$ cat config.mk
export PLATFORM = sky130hd
export DESIGN_NAME = dmem_port_arbiter
export DESIGN_NICKNAME = d
export VERILOG_FILES = /design/src/rtl/dmem_port_arbiter.sv
export SDC_FILE = /design/constraint.sdc
export NUM_CORES = 1
export LEC_CHECK = 0
export BUFFER_PORTS_ARGS = -buffer_cell sky130_fd_sc_hd__buf_2
export CAP_MARGIN = 20
export CORE_AREA = 4 4 97 99
export DETAILED_ROUTE_END_ITERATION = 8
export DIE_AREA = 0 0 101 103
export GPL_TIMING_DRIVEN = 0
export PLACE_DENSITY = 0.56
export SLEW_MARGIN = 20
export SYNTH_ARGS = -nofsm -noshare
export SYNTH_HDL_FRONTEND = slang
export SYNTH_SLANG_ARGS = --single-unit
$ cat constraint.sdc
create_clock -name clock -period 3.6 [get_ports clock]
set_clock_uncertainty 0.1 [all_clocks]
set_input_delay 0.18 -clock clock [delete_from_list [all_inputs] [get_ports clock]]
set_output_delay 0.18 -clock clock [all_outputs]
set_load 0.005 [all_outputs]
$ cat src/rtl/dmem_port_arbiter.sv
// Purpose: shares the single-port dmem between the CPU (priority), a PS2 writer and a VGA reader.
// Latency: grant and mem drive are combinational in the request cycle; rvalid follows 1 cycle later.
// Backpressure: CPU sees cpu_stall and holds; secondaries hold req until their 1-cycle gnt.
//
// Ports:
//   clock, resetn                         clock and asynchronous active-low reset
//   cpu_req/wren/addr/wdata -> cpu_stall  CPU access; cpu_rvalid/cpu_rdata return reads
//   ps2_req/addr/wdata      -> ps2_gnt    PS2 write-only port
//   vga_req/addr            -> vga_gnt    VGA read-only port; vga_rvalid/vga_rdata return
//   mem_addr/wdata/wren, mem_q            dmem syncram interface (1-cycle registered read)
module dmem_port_arbiter #(
    parameter int ADDR_W     = 12,
    parameter int DATA_W     = 32,
    parameter int STARVE_MAX = 8
) (
    input  logic              clock,
    input  logic              resetn,
    input  logic              cpu_req,
    input  logic              cpu_wren,
    input  logic [ADDR_W-1:0] cpu_addr,
    input  logic [DATA_W-1:0] cpu_wdata,
    output logic              cpu_stall,
    output logic              cpu_rvalid,
    output logic [DATA_W-1:0] cpu_rdata,
    input  logic              ps2_req,
    input  logic [ADDR_W-1:0] ps2_addr,
    input  logic [DATA_W-1:0] ps2_wdata,
    output logic              ps2_gnt,
    input  logic              vga_req,
    input  logic [ADDR_W-1:0] vga_addr,
    output logic              vga_gnt,
    output logic              vga_rvalid,
    output logic [DATA_W-1:0] vga_rdata,
    output logic [ADDR_W-1:0] mem_addr,
    output logic [DATA_W-1:0] mem_wdata,
    output logic              mem_wren,
    input  logic [DATA_W-1:0] mem_q
);

    // A zero STARVE_MAX still needs a 1-bit counter so the declarations stay legal.
    localparam int CW = (STARVE_MAX > 0) ? $clog2(STARVE_MAX + 1) : 1;
    localparam logic [CW-1:0] CNT_MAX = CW'(STARVE_MAX);

    typedef enum logic {
        SEC_PS2 = 1'b0,
        SEC_VGA = 1'b1
    } sec_t;

    logic [CW-1:0] ps2_cnt;
    logic [CW-1:0] vga_cnt;
    sec_t          last_sec;
    logic [1:0]    rd_pipe;   // {cpu read issued, vga read issued}

    logic ps2_starved;
    logic vga_starved;
    logic cpu_g;
    logic ps2_g;
    logic vga_g;

    assign ps2_starved = (STARVE_MAX != 0) && ps2_req && (ps2_cnt == CNT_MAX);
    assign vga_starved = (STARVE_MAX != 0) && vga_req && (vga_cnt == CNT_MAX);

    // Starved secondary beats the CPU; the CPU beats a non-starved secondary;
    // ties between secondaries go to whichever was not granted last.
    // Everything is gated by resetn so nothing is granted while reset is held.
    always_comb begin
        cpu_g = 1'b0;
        ps2_g = 1'b0;
        vga_g = 1'b0;
        if (resetn) begin
            if (ps2_starved && vga_starved) begin
                if (last_sec == SEC_VGA) ps2_g = 1'b1;
                else                     vga_g = 1'b1;
            end else if (ps2_starved) begin
                ps2_g = 1'b1;
            end else if (vga_starved) begin
                vga_g = 1'b1;
            end else if (cpu_req) begin
                cpu_g = 1'b1;
            end else if (ps2_req && vga_req) begin
                if (last_sec == SEC_VGA) ps2_g = 1'b1;
                else                     vga_g = 1'b1;
            end else if (ps2_req) begin
                ps2_g = 1'b1;
            end else if (vga_req) begin
                vga_g = 1'b1;
            end
        end
    end

    always_comb begin
        mem_addr  = '0;
        mem_wdata = '0;
        mem_wren  = 1'b0;
        if (cpu_g) begin
            mem_addr  = cpu_addr;
            mem_wdata = cpu_wdata;
            mem_wren  = cpu_wren;
        end else if (ps2_g) begin
            mem_addr  = ps2_addr;
            mem_wdata = ps2_wdata;
            mem_wren  = 1'b1;
        end else if (vga_g) begin
            mem_addr  = vga_addr;
        end
    end

    always_ff @(posedge clock or negedge resetn) begin
        if (!resetn) begin
            ps2_cnt  <= '0;
            vga_cnt  <= '0;
            last_sec <= SEC_VGA;
            rd_pipe  <= 2'b00;
        end else begin
            // Counters only run while a request is actually waiting; they clear on grant or idle.
            if (ps2_g || !ps2_req)       ps2_cnt <= '0;
            else if (ps2_cnt != CNT_MAX) ps2_cnt <= ps2_cnt + CW'(1);

            if (vga_g || !vga_req)       vga_cnt <= '0;
            else if (vga_cnt != CNT_MAX) vga_cnt <= vga_cnt + CW'(1);

            if (ps2_g)      last_sec <= SEC_PS2;
            else if (vga_g) last_sec <= SEC_VGA;

            rd_pipe <= {cpu_g & ~cpu_wren, vga_g};
        end
    end

    assign cpu_stall  = resetn & cpu_req & ~cpu_g;
    assign ps2_gnt    = ps2_g;
    assign vga_gnt    = vga_g;
    assign cpu_rvalid = rd_pipe[1];
    assign vga_rvalid = rd_pipe[0];
    assign cpu_rdata  = mem_q;
    assign vga_rdata  = mem_q;

endmodule

# After elaboration in Yosys (flattened, before gate mapping)
# Cells that the tools add are included.
word_totals:
  ff_bits: 11
  latchBits: 0
  ram_bits: 0
  rom_bits: 0
  inputBits: 138
  out_inout_bits: 114
  wordCells: 61
  mem_count: 0
op_classes:
  add_sub_neg: 2
  mul: 0
  n_div: 0
  order_cmp: 0
  eq_ne: 4
  n_shift: 0
  mux: 35
  bitwise_logic: 5
  reduce_logical: 11
ops:
  columns: ["operator", "n"]
  rows:
  - ["$mux W32", 2]
  - ["$mux W12", 3]
  - ["$mux W1", 26]
  - ["$mux W4", 4]
  - ["$add A4 B1 Y4 const B", 2]
  - ["$eq A4 B4 Y1 const B", 2]
  - ["$ne A4 B4 Y1 const B", 2]
  - ["$reduce_bool A2 Y1", 3]
  - ["$logic_and A1 B1 Y1", 4]
  - ["$and A1 B1 Y1", 3]
  - ["$logic_not A1 Y1", 2]
  - ["$logic_or A1 B1 Y1", 2]
  - ["$not A1 Y1", 2]

# Logic depth before layout (Yosys ltp)
# Gate-level depths: netlist of the first run.
depth:
  ltp_word: 11
  mapped_depth: 9
  mapped_depth_nobuf: 6

# Worst setup path after synthesis of the first run
# OpenSTA, ideal clock, no wires.
synth_timing:
  path_type: "register -> output"
  from: "register ps2_cnt[0]"
  to: "output port mem_addr[10]"
  t_arrival_ns: 2.043
  t_required_ns: 3.320
  slack_ns: 1.277
  path_stages_with_launch: 10
  path_buffers: 3
  cell_sequence: "dfrtp_1 > inv_1 > ha_1 > and3b_1 > buf_6 > maj3_2 > o221a_1 > buf_2 > buf_6 > a221o_1"
synth_via:
  elab_chain_len: 8
  word_cells_on_any_way: 15
  cone_classes: "eq/ne (1); mux (12); reduce/logical (2)"
synth_lines:
  columns: ["item", "line", "text"]
  rows:
  - ["from (decl)", "49", "logic [CW-1:0] ps2_cnt;"]
  - ["from (signal assigned)", "117", "else if (ps2_cnt != CNT_MAX) ps2_cnt <= ps2_cnt + CW'(1);"]
  - ["$eq A4 B4 Y1 *", "60", "assign ps2_starved = (STARVE_MAX != 0) && ps2_req && (ps2_cnt == CNT_MAX);"]
  - ["$logic_and A1 B1 Y1 *", "60", null]
  - ["$mux W1 or $logic_and A1 B1 Y1 (tied branches)", "74, 71", null]
  - ["$mux W1", "71", "if (ps2_starved && vga_starved) begin"]
  - ["$mux W1", "70", "if (resetn) begin"]
  - ["$mux W12", "103", "end else if (vga_g) begin"]
  - ["$mux W12", "99", "end else if (ps2_g) begin"]
  - ["$mux W12 *", "95", "if (cpu_g) begin"]
  - ["to (decl)", "34", "output logic [ADDR_W-1:0] mem_addr,"]
# Every way passes the cells marked *; elsewhere a longest branch is shown, timed or not.

# Final worst setup path of the first run
layout_timing:
  from: "register ps2_cnt[0]"
  to: "output port mem_wdata[4]"
layout_via:
  elab_chain_len: 7
  word_cells_on_any_way: 11
  cone_classes: "eq/ne (1); mux (8); reduce/logical (2)"
layout_lines:
  columns: ["item", "line", "text"]
  rows:
  - ["$eq A4 B4 Y1 *", "60", null]
  - ["$logic_and A1 B1 Y1 *", "60", null]
  - ["$mux W1 or $logic_and A1 B1 Y1 (tied branches)", "74, 71", null]
  - ["$mux W1", "71", null]
  - ["$mux W1", "70", null]
  - ["$mux W32", "99", null]
  - ["$mux W32 *", "95", null]
  - ["to (decl)", "35", "output logic [DATA_W-1:0] mem_wdata,"]
# Marked as above.

==> impl_metrics.yaml, run 1 <==
outcome:
  outcome: "finished, final reports clean"
job:
  max_cap_violations: 0
floorplan:
  die_w_um: 101
  fp.dieH_um: 103
  start_util: 0.194
  ios: 252
  rows: 34
  core-area_um2: 8550
  dieArea_um2: 10400
logic_synthesis:
  yosysTopAreaCell: "buf_4"
  yosys-top-cells-count: "buf_4 (64), a22o_1 (32), and2_1 (13), a221o_1 (12), dfrtp_1 (10)"
  yosysWarnings: 0
  synth_fa_ha_area_frac: 0.0369
  synthDistinctLibCells: 32
  synth_top_family_by_area: "buffers and inverters"
  synth_top_cell_area_share: 0.289
  synth-seq-cells: 11
  yosysMostFrequentCell: "buf_4"
  synthTopCellsByArea: "buf_4 (29%), a22o_1 (17%), dfrtp_1 (15%), a221o_1 (7.2%), and2_1 (4.9%)"
  syn_avg_cell_area_um2: 8.75
  synth_compound_area_frac: 0.291
  async_flop_share: 1.00
  synth_simple_gate_area_frac: 0.120
  synth-edff-count: 0
  syn-num-nets: 332
  synth_flop_cell: "dfrtp_1"
  synth-seq-area-share: 0.166
  synth_cells: 190
  muxShareOfSynthArea: 0
  synth_area_um2: 1660
  yosys.area_share.xor_xnor: 0.0316
setup_path:
  crit_type: "flop to primary output"
  startpoint_type: "flop"
  critPathMaxFanout: 10
  arrival_ps: 2620
  cp.required_ps: 3320
  worst_setup_path_end_kind: "primary output"
global_routing:
  grt_use_total: 0.122
  grt_pass1_vias: 2126
  grt_max_degree: 16
  antenna_found_initial: 0
  gr-total-overflow: 0
  grt_first_pass_wirelength_um: 10300
final_layout:
  layout-drive-gt1-share: 0.727
  seq_area_um2: 277
  multiInputGateArea_um2: 797
  antennaDiodeCount: 0
  fillers: 934
  fin_nets: 557
  syn_to_final_growth_pct: 77.7
  final_util: 0.345
  instances_no_fill: 522
cts:
  clkSlewWorstSetupHoldPaths_ps: 50
  clock_sinks: 11
  clock-root-buffer: "clkbuf_8"
  h-tree-depth: 1
  cts_setup_buffers: 0
  cts-resized-gates: 0
  cts_made_buffers: 3
  clock_latency_ps: 240
  clk_path_buf_depth: 2
  cts_hold_buf: 2
  cts_tree: "yes"
timing:
  setup_violations: 0
  timing.fmax_mhz: 344
  slew_viol_final: 0
  tightestPinTransition_ps: 549
  rsz0062_at_grt: "no"
  maxSlewHeadroom: 0.634
  setup_tns_ps: 0
  timing.final.crit_share: 0.806
  fin_crit_ps: 2900
  holdWs_ps: 230
  hold_viol_final: 0
drt:
  first_pass_iters: 4
  routed_via_density: 4.10
  ant_nets: 0
  dr_total_vias: 2142
  drc_errors: 0
  route.detailed.wl_per_inst_um: 14.0
  wl_um: 7320
  drt_iter0_markers: 47
power:
  power_density_nw_per_um2: 192
  ir_drop_v: 0.000108
  finalPower_mw: 0.566
  leakage_nw: 1.79
worst_hold_path:
  min_path_type: "primary input to flop"
place:
  dp_cells: 516
  routabilityCongestion: 0.786
  hpwl_um: 6480
  io_buffers: 218
-- kinds of logic (layout without fill, tap and decap cells) --
group	Yosys count	after routing
AOI/OAI and AO/OA	52	52
xor gates and xnor gates	6	6
adders and majority gates	5	5
buffers and inverters	84	308
DFF	11	11
and+or+nand+nor	32	32
-- power by group --
group          switching (mW)  internal, mW
clock                  0.0486        0.0780
combinational           0.114         0.183
sequential            0.00795         0.136
total                   0.170         0.396
-- layout make-up --
class | instances | share of cell area
Buffer | 78 | 0.192
Inverter | 6 | 0.00763
Timing Repair Buffer | 220 | 0.376
Sequential cell | 11 | 0.0936
Tap cell | 108 | 0.0458
Multi-Input combinational cell | 95 | 0.270
Clock buffer | 4 | 0.0153
-- path summary, 6_finish.rpt --
| check | from | end | slack [ps] | cells after the start |
|---|---|---|---|---|
| setup / recovery | ps2_cnt[0]$_DFFE_PN0P_ | mem_wdata[4] | 700 | 9 |
| hold / removal | vga_req | vga_cnt[0]$_DFFE_PN0P_ | 230 | 3 |
| setup reg to reg | ps2_cnt[0]$_DFFE_PN0P_ | rd_pipe[1]$_DFF_PN0_ | 1170 | 8 |
| hold reg to reg | last_sec$_DFFE_PN1P_ | last_sec$_DFFE_PN1P_ | 480 | 1 |
| max in group asynchronous | resetn | last_sec$_DFFE_PN1P_ | 2860 | 2 |
| min in group asynchronous | resetn | ps2_cnt[2]$_DFFE_PN0P_ | 260 | 2 |
-- sequential cells by signal (all words and copies together) (netlist names) --
register and count:
last_sec 1, ps2_cnt 4, rd_pipe 2, vga_cnt 4
-- placed cells by master (no fill, tap or decap), drive strengths merged, types with 3 or more instances in the layout --
master    n
dfrtp    10
nand2     3
inv       6
ha        4
a22o     32
xnor2     4
and2     13
clkbuf    7
nor3      3
a221o    12
buf     293
-- metal layers --
layer  vias to the layer above  global-route usage  share of wire
met5                         -                   0              0
met4                         0              0.0102        0.00055
met3                         2              0.0338           0.11
met2                       121               0.231           0.54
met1                       948               0.142           0.35
li1                       1071                   -              -
-- worst max-delay path: stages (launching register included) --
cell and delay (ps):
dfrtp_1 370, inv_1 70, ha_1 190, and3b_1 180, buf_6 130, a221oi_1 360, clkbuf_1 480, buf_2 320
a22o_1 160, buf_2 110
-- stage by stage --
stage | setup WS [ps] | instance area [um^2]
floorplan | 1280 | 1660
global placement | 871 | 2890
detailed placement | 882 | 2890
CTS | 591 | 2950
global route | 426 | 2950
finish | 697 | 2950
Note: power is estimated with default switching activity, not from simulation.
==> run 2: changes to the inputs <==
--- a/config.mk
+++ b/config.mk
@@ -5,13 +5,14 @@
 export SDC_FILE = /design/constraint.sdc
 export NUM_CORES = 1
 export LEC_CHECK = 0
+export ABC_AREA = 1
 export BUFFER_PORTS_ARGS = -buffer_cell sky130_fd_sc_hd__buf_2
 export CAP_MARGIN = 20
-export CORE_AREA = 4 4 97 99
+export CORE_AREA = 4 4 96 98
 export DETAILED_ROUTE_END_ITERATION = 8
-export DIE_AREA = 0 0 101 103
+export DIE_AREA = 0 0 100 102
 export GPL_TIMING_DRIVEN = 0
-export PLACE_DENSITY = 0.56
+export PLACE_DENSITY = 0.62
 export SLEW_MARGIN = 20
 export SYNTH_ARGS = -nofsm -noshare
 export SYNTH_HDL_FRONTEND = slang
==> constraint.sdc (replaced) <==
create_clock -name clock -period 2.39 [get_ports clock]
set_clock_uncertainty 0.1 [all_clocks]
set_input_delay 0.1195 -clock clock [delete_from_list [all_inputs] [get_ports clock]]
set_output_delay 0.1195 -clock clock [all_outputs]
set_load 0.005 [all_outputs]
==> impl_metrics.yaml, run 2 <==
global_routing:
  antenna_found_initial: 0
  grt_first_pass_wirelength_um: 11200
  grt_pass1_vias: 2507
  grt_use_total: 0.132
  gr-total-overflow: 0
  grt_max_degree: 12
power:
  p_sw_frac: 0.337
  seqPwrFrac: 0.247
  clkPwrFrac: 0.218
  finalPower_mw: 0.887
  p_int_mw: 0.588
  switching_power_mw: 0.299
  leakage_nw: 2.05
  power_density_nw_per_um2: 272
  ir_drop_v: 0.000169
  combPwrFrac: 0.534
logic_synthesis:
  synth_area_um2: 1860
  synthDistinctLibCells: 25
  yosysMostFrequentCell: "nand2_1"
  yosysTopAreaCell: "buf_4"
  synth-edff-count: 0
  synth-seq-area-share: 0.148
  synth-seq-cells: 11
  yosys-top-cells-count: "nand2_1 (119), buf_4 (65), nand4_1 (28), nand3_1 (21), inv_1 (11)"
  synthTopCellsByArea: "buf_4 (26%), nand2_1 (24%), dfrtp_1 (13%), nand4_1 (9.4%), nand3_1 (5.6%)"
  synth_flop_cell: "dfrtp_1"
  yosysWarnings: 0
  syn-num-nets: 441
  syn_avg_cell_area_um2: 6.23
  synth_top_cell_area_share: 0.262
  async_flop_share: 1.00
  synth_cells: 299
final_layout:
  layout-drive-gt1-share: 0.605
  layout_commonest_cell: "buf_2"
  antennaDiodeCount: 0
  syn_to_final_growth_pct: 74.8
  fillers: 923
  reg.largest.list: "ps2_cnt (4), vga_cnt (4), rd_pipe (2)"
  multiInputGateArea_um2: 1000
  instances_no_fill: 639
  fin_nets: 674
  design_area_um2: 3260
  mostFrequentLayoutCells: "buf_2 (224), nand2_1 (119), buf_4 (72)"
  seq_area_um2: 277
setup_path:
  cp.required_ps: 2170
  critical-path-max-stage-delay_ps: 410
  worst_setup_path_end_kind: "primary output"
  arrival_ps: 2040
  crit_family: "buffers and inverters"
  critical_path_cell_count: 11
  critPathMaxFanout: 10
  startpoint_type: "flop"
  crit_type: "flop to primary output"
  crit_chain: "inv_1, ha_1, nand3_2, nor2_4, buf_4, nor3_4, buf_4, buf_2, nand2_1, nand3_1, buf_2"
  worst_r2r_path_depth: 9
  crit_slowest_cell: "dfrtp_1"
  crit_buf_inv: 5
timing:
  rsz0062_at_grt: "no"
  setup_ws_ps: 126
  timing.fmax_mhz: 442
  tightestPinTransition_ps: 567
  hold_viol_final: 0
  setup_violations: 0
  maxSlewHeadroom: 0.620
  slew_viol_final: 0
  fin_crit_ps: 2260
  setup_tns_ps: 0
  timing.final.crit_share: 0.947
drt:
  drc_errors: 0
  dr_total_vias: 2716
  wl_um: 7780
  first_pass_iters: 4
  route.detailed.wl_per_inst_um: 12.2
  drt_iter0_markers: 73
  routed_via_density: 4.25
  ant_nets: 0
place:
  placed_cell_area_um2: 3090
  dp_cells: 626
  io_buffers: 219
  hpwl_um: 6650
  routabilityCongestion: 0.756
  place_ws_ps: 175
floorplan:
  die_w_um: 100
  start_util: 0.220
  fp.dieH_um: 102
  rows: 34
  core-area_um2: 8470
  ios: 252
  dieArea_um2: 10200
cts:
  clock-root-buffer: "clkbuf_8"
  cts_made_buffers: 3
  clock_sinks: 11
  clkSlewWorstSetupHoldPaths_ps: 50
  cts_tree: "yes"
  clk_path_buf_depth: 2
  clock_latency_ps: 240
  h-tree-depth: 1
worst_hold_path:
  min_path_cells: 3
  min_path_type: "primary input to flop"
outcome:
  outcome: "finished, final reports clean"
job:
  max_cap_violations: 0
==> run 2: stage by stage <==
step           utilization  hold slack, ps
2_1_floorplan            -            -276
3_3_place_gp         0.366           -84.3
3_5_place_dp         0.366           -81.6
4_1_cts              0.376            73.2
5_1_grt              0.385            99.3
6_report             0.385            74.9
==> run 2: cells by family (layout without fill, tap and decap cells) <==
| logic type | after synthesis | after routing | synth area share |
|---|---|---|---|
| simple gates | 183 | 183 | 0.455 |
| buf+inv | 92 | 324 | 0.334 |
| flops | 11 | 11 | 0.148 |
| compound gates | 5 | 5 | 0.0175 |
| fa+ha+maj | 4 | 4 | 0.0269 |
| xor+xnor | 4 | 4 | 0.0188 |
==> run 2: worst paths after layout <==
kind | from | to | slack [ps]
min in group asynchronous | resetn | rd_pipe[0]$_DFF_PN0_ | 330
worst min register to register | vga_cnt[0]$_DFFE_PN0P_ | vga_cnt[0]$_DFFE_PN0P_ | 470
max in group asynchronous | resetn | rd_pipe[1]$_DFF_PN0_ | 1480
worst max register to register | ps2_cnt[0]$_DFFE_PN0P_ | last_sec$_DFFE_PN1P_ | 600
worst max-delay path | vga_cnt[0]$_DFFE_PN0P_ | mem_addr[7] | 130
worst min-delay path | vga_req | vga_cnt[2]$_DFFE_PN0P_ | 70
==> run 2: worst register-to-register path, delay by kind of cell, from the launching register on <==
kind,cells,cell delay [ps]
DFF,1,410
buffers and inverters,3,340
AOI/OAI and AO/OA,1,100
and+or+nand+nor,4,600
adders and majority gates,1,170
==> run 2: cell type report <==
| type | count | area share |
|---|---|---|
| Sequential cell | 11 | 0.0849 |
| Clock buffer | 4 | 0.0138 |
| Tap cell | 108 | 0.0415 |
| Buffer | 78 | 0.176 |
| Inverter | 14 | 0.0169 |
| Timing Repair Buffer | 228 | 0.359 |
| Multi-Input combinational cell | 196 | 0.308 |
==> run 2: power groups by stage <==
stage          sequential, mW  combinational [mW]  clock [mW]
4_1_cts                 0.218               0.470       0.198
6_report                0.219               0.474       0.194
2_1_floorplan           0.218               0.230           0
5_1_grt                 0.220               0.529       0.206
3_3_place_gp            0.221               0.453           0
3_5_place_dp            0.221               0.460           0
==> run 2: timing repair <==
action                     CTS  global route
gates resized for setup      0            11
setup buffers                3             4
pin swaps                    1             3
hold endpoints to repair    12             0
setup endpoints to repair   37            38
hold buffers                 2             0
==> run 2: metal layers <==
layer,up-vias,share of wire,global-route usage
met5,-,0,0
met4,0,0.0098,0.0249
met3,6,0.11,0.0328
met2,153,0.51,0.244
met1,1188,0.37,0.157
li1,1369,-,-
